## src/rtl/ps2_host_tx.sv

```systemverilog
// PS/2 host-to-device transmitter: inhibits the bus, issues request-to-send, then
// shifts one command byte out on device-generated clock falls and checks the ACK.
module ps2_host_tx #(
    parameter int INHIBIT_CYCLES = 6000,
    parameter int SETUP_CYCLES   = 50,
    parameter int TIMEOUT_CYCLES = 750000
) (
    input  logic       Clk,
    input  logic       Reset,
    input  logic [7:0] tx_data,
    input  logic       tx_start,
    input  logic       ps2_clk_in,
    input  logic       ps2_dat_in,
    output logic       ps2_clk_oe,
    output logic       ps2_dat_oe,
    output logic       busy,
    output logic       done,
    output logic       err_noack,
    output logic       err_timeout
);
    typedef enum logic [2:0] {IDLE, INHIBIT, RTS, SEND, ACK, WAIT_IDLE} state_t;

    localparam logic [19:0] INHIBIT_LAST = 20'(INHIBIT_CYCLES - 1);
    localparam logic [19:0] SETUP_LAST   = 20'(SETUP_CYCLES - 1);
    localparam logic [19:0] TIMEOUT_LAST = 20'(TIMEOUT_CYCLES - 1);

    state_t      state;
    logic [19:0] cnt;
    logic [9:0]  shift;
    logic [3:0]  idx;
    logic        clk_p0, clk_p1, clk_p2;
    logic        dat_p0, dat_p1;
    logic        fall;

    // Synchronizers reset to the idle-high bus level so reset never fakes a fall
    always_ff @(posedge Clk or posedge Reset) begin
        if (Reset) begin
            clk_p0 <= 1'b1;
            clk_p1 <= 1'b1;
            clk_p2 <= 1'b1;
            dat_p0 <= 1'b1;
            dat_p1 <= 1'b1;
        end else begin
            clk_p0 <= ps2_clk_in;
            clk_p1 <= clk_p0;
            clk_p2 <= clk_p1;
            dat_p0 <= ps2_dat_in;
            dat_p1 <= dat_p0;
        end
    end

    assign fall = clk_p2 & ~clk_p1;

    always_ff @(posedge Clk or posedge Reset) begin
        if (Reset) begin
            state       <= IDLE;
            cnt         <= '0;
            shift       <= '0;
            idx         <= '0;
            ps2_clk_oe  <= 1'b0;
            ps2_dat_oe  <= 1'b0;
            busy        <= 1'b0;
            done        <= 1'b0;
            err_noack   <= 1'b0;
            err_timeout <= 1'b0;
        end else begin
            done <= 1'b0;
            case (state)
                IDLE: begin
                    if (tx_start) begin
                        shift       <= {1'b1, ~^tx_data, tx_data};
                        err_noack   <= 1'b0;
                        err_timeout <= 1'b0;
                        cnt         <= '0;
                        busy        <= 1'b1;
                        ps2_clk_oe  <= 1'b1;
                        ps2_dat_oe  <= 1'b0;
                        state       <= INHIBIT;
                    end
                end
                INHIBIT: begin
                    if (cnt == INHIBIT_LAST) begin
                        cnt        <= '0;
                        ps2_dat_oe <= 1'b1;
                        state      <= RTS;
                    end else begin
                        cnt <= cnt + 20'd1;
                    end
                end
                RTS: begin
                    if (cnt == SETUP_LAST) begin
                        cnt        <= '0;
                        idx        <= '0;
                        ps2_clk_oe <= 1'b0;
                        state      <= SEND;
                    end else begin
                        cnt <= cnt + 20'd1;
                    end
                end
                SEND, ACK, WAIT_IDLE: begin
                    // A fall always restarts the gap counter, even on the expiry cycle
                    if (fall) cnt <= '0;
                    else      cnt <= cnt + 20'd1;

                    if (state == SEND && fall) begin
                        ps2_dat_oe <= ~shift[0];
                        shift      <= shift >> 1;
                        idx        <= idx + 4'd1;
                        if (idx == 4'd9) state <= ACK;
                    end else if (state == ACK && fall) begin
                        err_noack <= dat_p1;
                        state     <= WAIT_IDLE;
                    end else if (state == WAIT_IDLE && clk_p1 && dat_p1) begin
                        done  <= 1'b1;
                        busy  <= 1'b0;
                        state <= IDLE;
                    end else if (!fall && cnt == TIMEOUT_LAST) begin
                        err_timeout <= 1'b1;
                        ps2_clk_oe  <= 1'b0;
                        ps2_dat_oe  <= 1'b0;
                        done        <= 1'b1;
                        busy        <= 1'b0;
                        state       <= IDLE;
                    end
                end
                default: state <= IDLE;
            endcase
        end
    end
endmodule

```

## config.mk

```make
export PLATFORM = sky130hd
export DESIGN_NAME = ps2_host_tx
export DESIGN_NICKNAME = d
export VERILOG_FILES = /design/src/rtl/ps2_host_tx.sv
export SDC_FILE = /design/constraint.sdc
export NUM_CORES = 1
export LEC_CHECK = 0
export BUFFER_PORTS_ARGS = -buffer_cell sky130_fd_sc_hd__buf_4
export CORE_ASPECT_RATIO = 1.75
export CORE_MARGIN = 1
export CORE_UTILIZATION = 60
export CTS_CLUSTER_SIZE = 8
export DETAILED_ROUTE_END_ITERATION = 10
export GPL_ROUTABILITY_DRIVEN = 0
export PLACE_DENSITY = 0.79
export SLEW_MARGIN = 25
export SYNTH_ARGS = -nofsm -noshare
export SYNTH_HDL_FRONTEND = slang
export SYNTH_SLANG_ARGS = --single-unit
```

## constraint.sdc

```tcl
create_clock -name Clk -period 3 [get_ports Clk]
set_clock_uncertainty 0.1 [all_clocks]
set_input_delay 0.3 -clock Clk [delete_from_list [all_inputs] [get_ports Clk]]
set_output_delay 0.3 -clock Clk [all_outputs]
set_load 0.005 [all_outputs]
```

### Word level (Yosys, flattened, before mapping)

Index checks and enable logic that the tools add are counted.
Widths: inputs -> output; s select.

| word-level totals | value |
|---|---|
| register bits | 48 |
| input bits | 13 |
| output and inout port bits | 6 |
| logic and storage cells | 115 |

| operators by class | value |
|---|---|
| $add $sub $neg | 2 |
| equality and inequality tests | 24 |
| mux-type cells | 48 |
| bitwise gates (word level) | 3 |
| reductions and logical operators | 23 |

Operators by type and width:

| cell | count |
|---|---|
| $mux 20 | 4 |
| $pmux 20 s4 | 1 |
| $mux 3 | 8 |
| $mux 1 | 23 |
| $add 20x1->20 const B | 1 |
| $eq 20x13->1 const B | 1 |
| $eq 20x20->1 const B | 1 |
| $eq 20x6->1 const B | 1 |
| $mux 10 | 2 |
| $pmux 10 s2 | 1 |
| $ne 2x2->1 const B | 9 |
| $ne 3x3->1 const B | 5 |
| $pmux 3 s4 | 1 |
| $reduce_and 6->1 | 2 |
| $reduce_and 5->1 | 2 |
| $mux 4 | 2 |
| $pmux 4 s2 | 1 |
| $reduce_xnor 8->1 | 1 |
| $reduce_and 7->1 | 1 |
| $eq 3x2->1 const B | 2 |
| $eq 3x3->1 const B | 2 |
| $pmux 1 s2 | 3 |
| $pmux 1 s3 | 2 |
| $reduce_and 3->1 | 2 |
| other kinds (15) | 22 |

### Depth between registers and ports, before layout

| depth | value |
|---|---|
| word-level depth | 9 |
| gate-level depth with buffers | 9 |
| gate-level depth less buffers | 8 |

### Least setup slack after synthesis

No wires, ideal clock.

| timing | value |
|---|---|
| kind | reg-to-reg |
| start point | register cnt[1] |
| end point | register state[0] |
| library setup time | 0.125 ns |
| arrival | 2.081 ns |
| data required time | 2.775 ns |
| setup slack | 0.694 ns |
| cell stages (with the launch flop) | 9 |
| buffers on the path | 0 |
| clock period less this slack | 2.306 ns |
| cells stage by stage | dfrtp_1 -> inv_1 -> ha_1 -> or4b_1 -> nor4_2 -> a31o_1 -> nand2_1 -> or3_4 -> mux2_4 |

| on the way | value |
|---|---|
| cells in the longest elaborated chain, start to end | 4 |
| elaborated cells on any way between the ends | 8 |
| those cells by class | eq/ne (6); reduce/logical (2) |

RTL lines:

| item | line | RTL |
|---|---|---|
| start, declared | 28 | `logic [19:0] cnt;` |
| start signal, assigned | 87 | `cnt <= cnt + 20'd1;` |
| start signal, assigned | 97 | `cnt <= cnt + 20'd1;` |
| start signal, assigned | 103 | `else cnt <= cnt + 20'd1;` |
| $eq 20x20->1 | 117 | `end else if (!fall && cnt == TIMEOUT_LAST) begin` |
| $logic_and 1x1->1 | 117 |  |
| $ne 5x5->1 (no source line) | -- |  |
| $reduce_and 5->1 (no source line) * | -- |  |
| end signal, assigned | 116 | `state <= IDLE;` |
| end signal, assigned | 123 | `state <= IDLE;` |
| end signal, assigned | 126 | `default: state <= IDLE;` |
| end, declared | 27 | `state_t state;` |

Every way passes the cells marked *; elsewhere a longest branch is shown, timed or not.
A chain may end at the register's enable or synchronous reset.

### Final worst setup path

| timing | value |
|---|---|
| start point | register cnt[0] |
| end point | register state[0] |

Same word-level chain as after synthesis.

==> flow_metrics.tcl <==
set metrics [dict create \
    total_number_of_nets_in_the_final_design 320 \
    reg2reg_slack_ns 0.49 \
    maximum_buffer_depth_of_the_clock_tree 2 \
    timing.critical_path.fanout_max 7 \
    run_status "completed" \
    top_level_ports 19 \
    chipWidth_microns 52.50 \
    powerDensity_nw_per_um2 753.0 \
    cap_viol_max_count 0 \
    tritoncts_clock_tree "yes" \
    drt_iter0_drc 57 \
    floorplan.initialDensity_pct 63.92 \
    numPlacedInstances 343 \
    yosys_most_used_dff "sky130_fd_sc_hd__dfrtp_1" \
    finish.cell_count_without_fillers 353 \
    syn_area_per_cell_sq_um 9.428 \
    postSynthRegisterBits 48 \
    report.power.total_uw 2209 \
    post_synth_instance_area_sq_um 2678 \
    timing.fmax_ghz 0.3991 \
    worstReg2RegEnd "state[0]$_DFFE_PP0P_" \
    hold_path.class "input pin to async pin" \
    rsz0062_at_grt "false" \
    endpoints_failing_hold 0 \
    first_global_vias 2049 \
    die_h_microns 90.37 \
    number_of_nets_produced_by_synthesis 301 \
    final_max_slew_viol_count 0 \
    transition_time_at_the_pin_with_the_least_slew_margin_ns 0.8030 \
    port_buffers 18 \
    ys_seq_area_share_pct 45.09 \
    count_of_yosys_warnings_during_synthesis 0 \
    cp_data_arrival_time_ns 2.60 \
    routed_wl_microns 5727 \
    worstSetupPathType "register to register" \
    final_cell_mix "sky130_fd_sc_hd__nor2_1, sky130_fd_sc_hd__dfrtp_1, sky130_fd_sc_hd__nand2_1" \
    setup-violations-final 0 \
    h-tree-depth 2 \
    via_count 2140 \
    timing.slew.headroom_pct 46.41 \
    clk_pin_slew_ns 0.09 \
    worstSetupEndpointType "register" \
    diodes 0 \
    number_of_remaining_drc_errors 0 \
    detailedPlace.worstSlack_ns 0.5154 \
    fraction_of_final_layout_cells_sized_beyond_drive_strength_1_pct 18.42 \
    cts_root_buf "sky130_fd_sc_hd__clkbuf_8" \
    ys_async_sr_fraction_pct 100.0 \
    rows 31 \
    r2r_cells 7 \
    total_neg_setup_slack_ns 0 \
    grt_max_degree 49 \
    critical_path_required_ns 3.10 \
    core_area_sq_um 4189 \
    die_area_sq_um 4744 \
    post_cts.repair.setup_buffers 0 \
    finalWorstSetupSlack_ns 0.4945 \
    clock_latency_ns 0.30 \
    avgRoutedWirePerCell_microns 16.22 \
    irDropWorstVdd_uv 560.8 \
    post_cts_resized 0 \
    power_leakage_uw 0.001275 \
    final.fill_count 344 \
    post-dp-hpwl_microns 4200 \
    finalWorstPathRequiredPeriod_ns 2.505 \
    groute.usage.overall_pct 26.60 \
    post_synthesis_cells 284 \
    finalCritPeriodShare_pct 83.52 \
    areaGrowthSynthToFinish_pct 9.579 \
    synth.distinct_cells 58 \
    first_pass_grt_wire_length_microns 9356 \
    start_kind "register" \
    number_of_flops_mapped_to_enable_cells_by_yosys 0 \
    post_detailed_route_count_of_antenna_violating_nets 0 \
    grt-ovfl-total 0 \
    cts.sink_count 48 \
    drtPass1Iterations 4 \
    r2r-start "cnt[0]$_DFFE_PP0P_" \
    layout_commonest_cell "sky130_fd_sc_hd__nor2_1" \
    vias_per_cell 6.062 \
    initial_antenna_violation_count 0 \
    numCtsBuffers 5 \
]
==> through the flow <==
stage / instance area, sq um / hold WS, ns / util [%]
floorplan: 2678 / 0.2045 / -
global placement: 2813 / 0.2460 / 67.14
detailed placement: 2813 / 0.2539 / 67.14
CTS: 2920 / 0.001980 / 69.71
global route: 2934 / 0.08388 / 70.04
finish: 2934 / 0.01511 / 70.04
==> where the power goes <==
| part | leakage, uW | switching, uW | internal [uW] |
|---|---|---|---|
| registers | 0.000601 | 153 | 796 |
| logic | 0.000630 | 467 | 382 |
| clock network | 0.0000434 | 225 | 187 |
==> repair_timing <==
| item | in CTS | in global routing |
|---|---|---|
| setup endpoints to repair | 0 | 0 |
| hold buffers | 1 | 1 |
| endpoints found under the hold margin | 1 | 1 |
==> critical path: stages (launching register included) <==
cell and delay [ns]:
sky130_fd_sc_hd__dfrtp_1 0.42, sky130_fd_sc_hd__ha_1 0.21, sky130_fd_sc_hd__nand3_1 0.21, sky130_fd_sc_hd__nor3b_2 0.27, sky130_fd_sc_hd__nand4_2 0.23, sky130_fd_sc_hd__and3_4 0.26
sky130_fd_sc_hd__or3_4 0.40, sky130_fd_sc_hd__mux2_4 0.30
==> metal layers <==
metal,wire [microns],global-route usage (%)
met3,163,3.367
met4,223,14.25
met5,0,0
met1,2152,29.49
met2,3187,46.52
==> cells in the mapped netlist, drive strengths merged (4+ instances only) <==
| cell type | instances | share of area [%] |
|---|---|---|
| nor3 | 5 | 0.93 |
| or3 | 4 | 1.1 |
| nand2 | 32 | 4.5 |
| dfrtp | 43 | 40 |
| inv | 7 | 0.98 |
| nor2 | 48 | 6.8 |
| xor2 | 10 | 3.3 |
| a31oi | 9 | 2.1 |
| nand3b | 4 | 1.1 |
| nor4 | 5 | 2.5 |
| nand4 | 6 | 1.6 |
| o21ai | 8 | 1.5 |
| dfstp | 5 | 4.9 |
| a22o | 4 | 1.3 |
| clkbuf | 8 | 2.2 |
| a21oi | 10 | 1.9 |
| xnor2 | 13 | 4.3 |
| and3 | 7 | 1.9 |
| ha | 4 | 1.9 |
| nand3 | 13 | 2.4 |
==> final cells by class <==
class,count,area [sq um],share of cell area (%)
Multi-Input combinational cell,218,1363,46.44
Inverter,7,27.53,0.9382
Clock inverter,2,15.01,0.5117
Timing Repair Buffer,23,177.7,6.055
Sequential cell,48,1207,41.15
Tap cell,49,61.31,2.090
Clock buffer,6,82.58,2.815
==> flip-flops by register name (all words and copies together), names as in the netlist <==
signal	flops
busy	1
clk_p0	1
clk_p1	1
clk_p2	1
cnt	20
dat_p0	1
dat_p1	1
done	1
err_noack	1
err_timeout	1
idx	4
ps2_clk_oe	1
ps2_dat_oe	1
shift	10
state	3
==> how the worst max path moves through the flow <==
stage                            start  depth (start not counted)                    to  slack (ns)
floorplan           cnt[1]$_DFFE_PP0P_                          8  state[0]$_DFFE_PP0P_        0.69
global placement    cnt[1]$_DFFE_PP0P_                          8  state[0]$_DFFE_PP0P_        0.59
detailed placement  cnt[0]$_DFFE_PP0P_                          7  state[0]$_DFFE_PP0P_        0.52
CTS                 cnt[0]$_DFFE_PP0P_                          7  state[0]$_DFFE_PP0P_        0.50
global route        cnt[0]$_DFFE_PP0P_                          7  state[1]$_DFFE_PP0P_        0.38
finish              cnt[0]$_DFFE_PP0P_                          7  state[0]$_DFFE_PP0P_        0.49
==> kinds of logic after synthesis <==
family          synth area share (%)
simple gates                   28.74
compound gates                 11.12
flops                          45.09
buf+inv                        4.112
mux                            1.542
xor+xnor                       7.523
fa+ha+maj                      1.869
(Power assumes the default switching activity.)
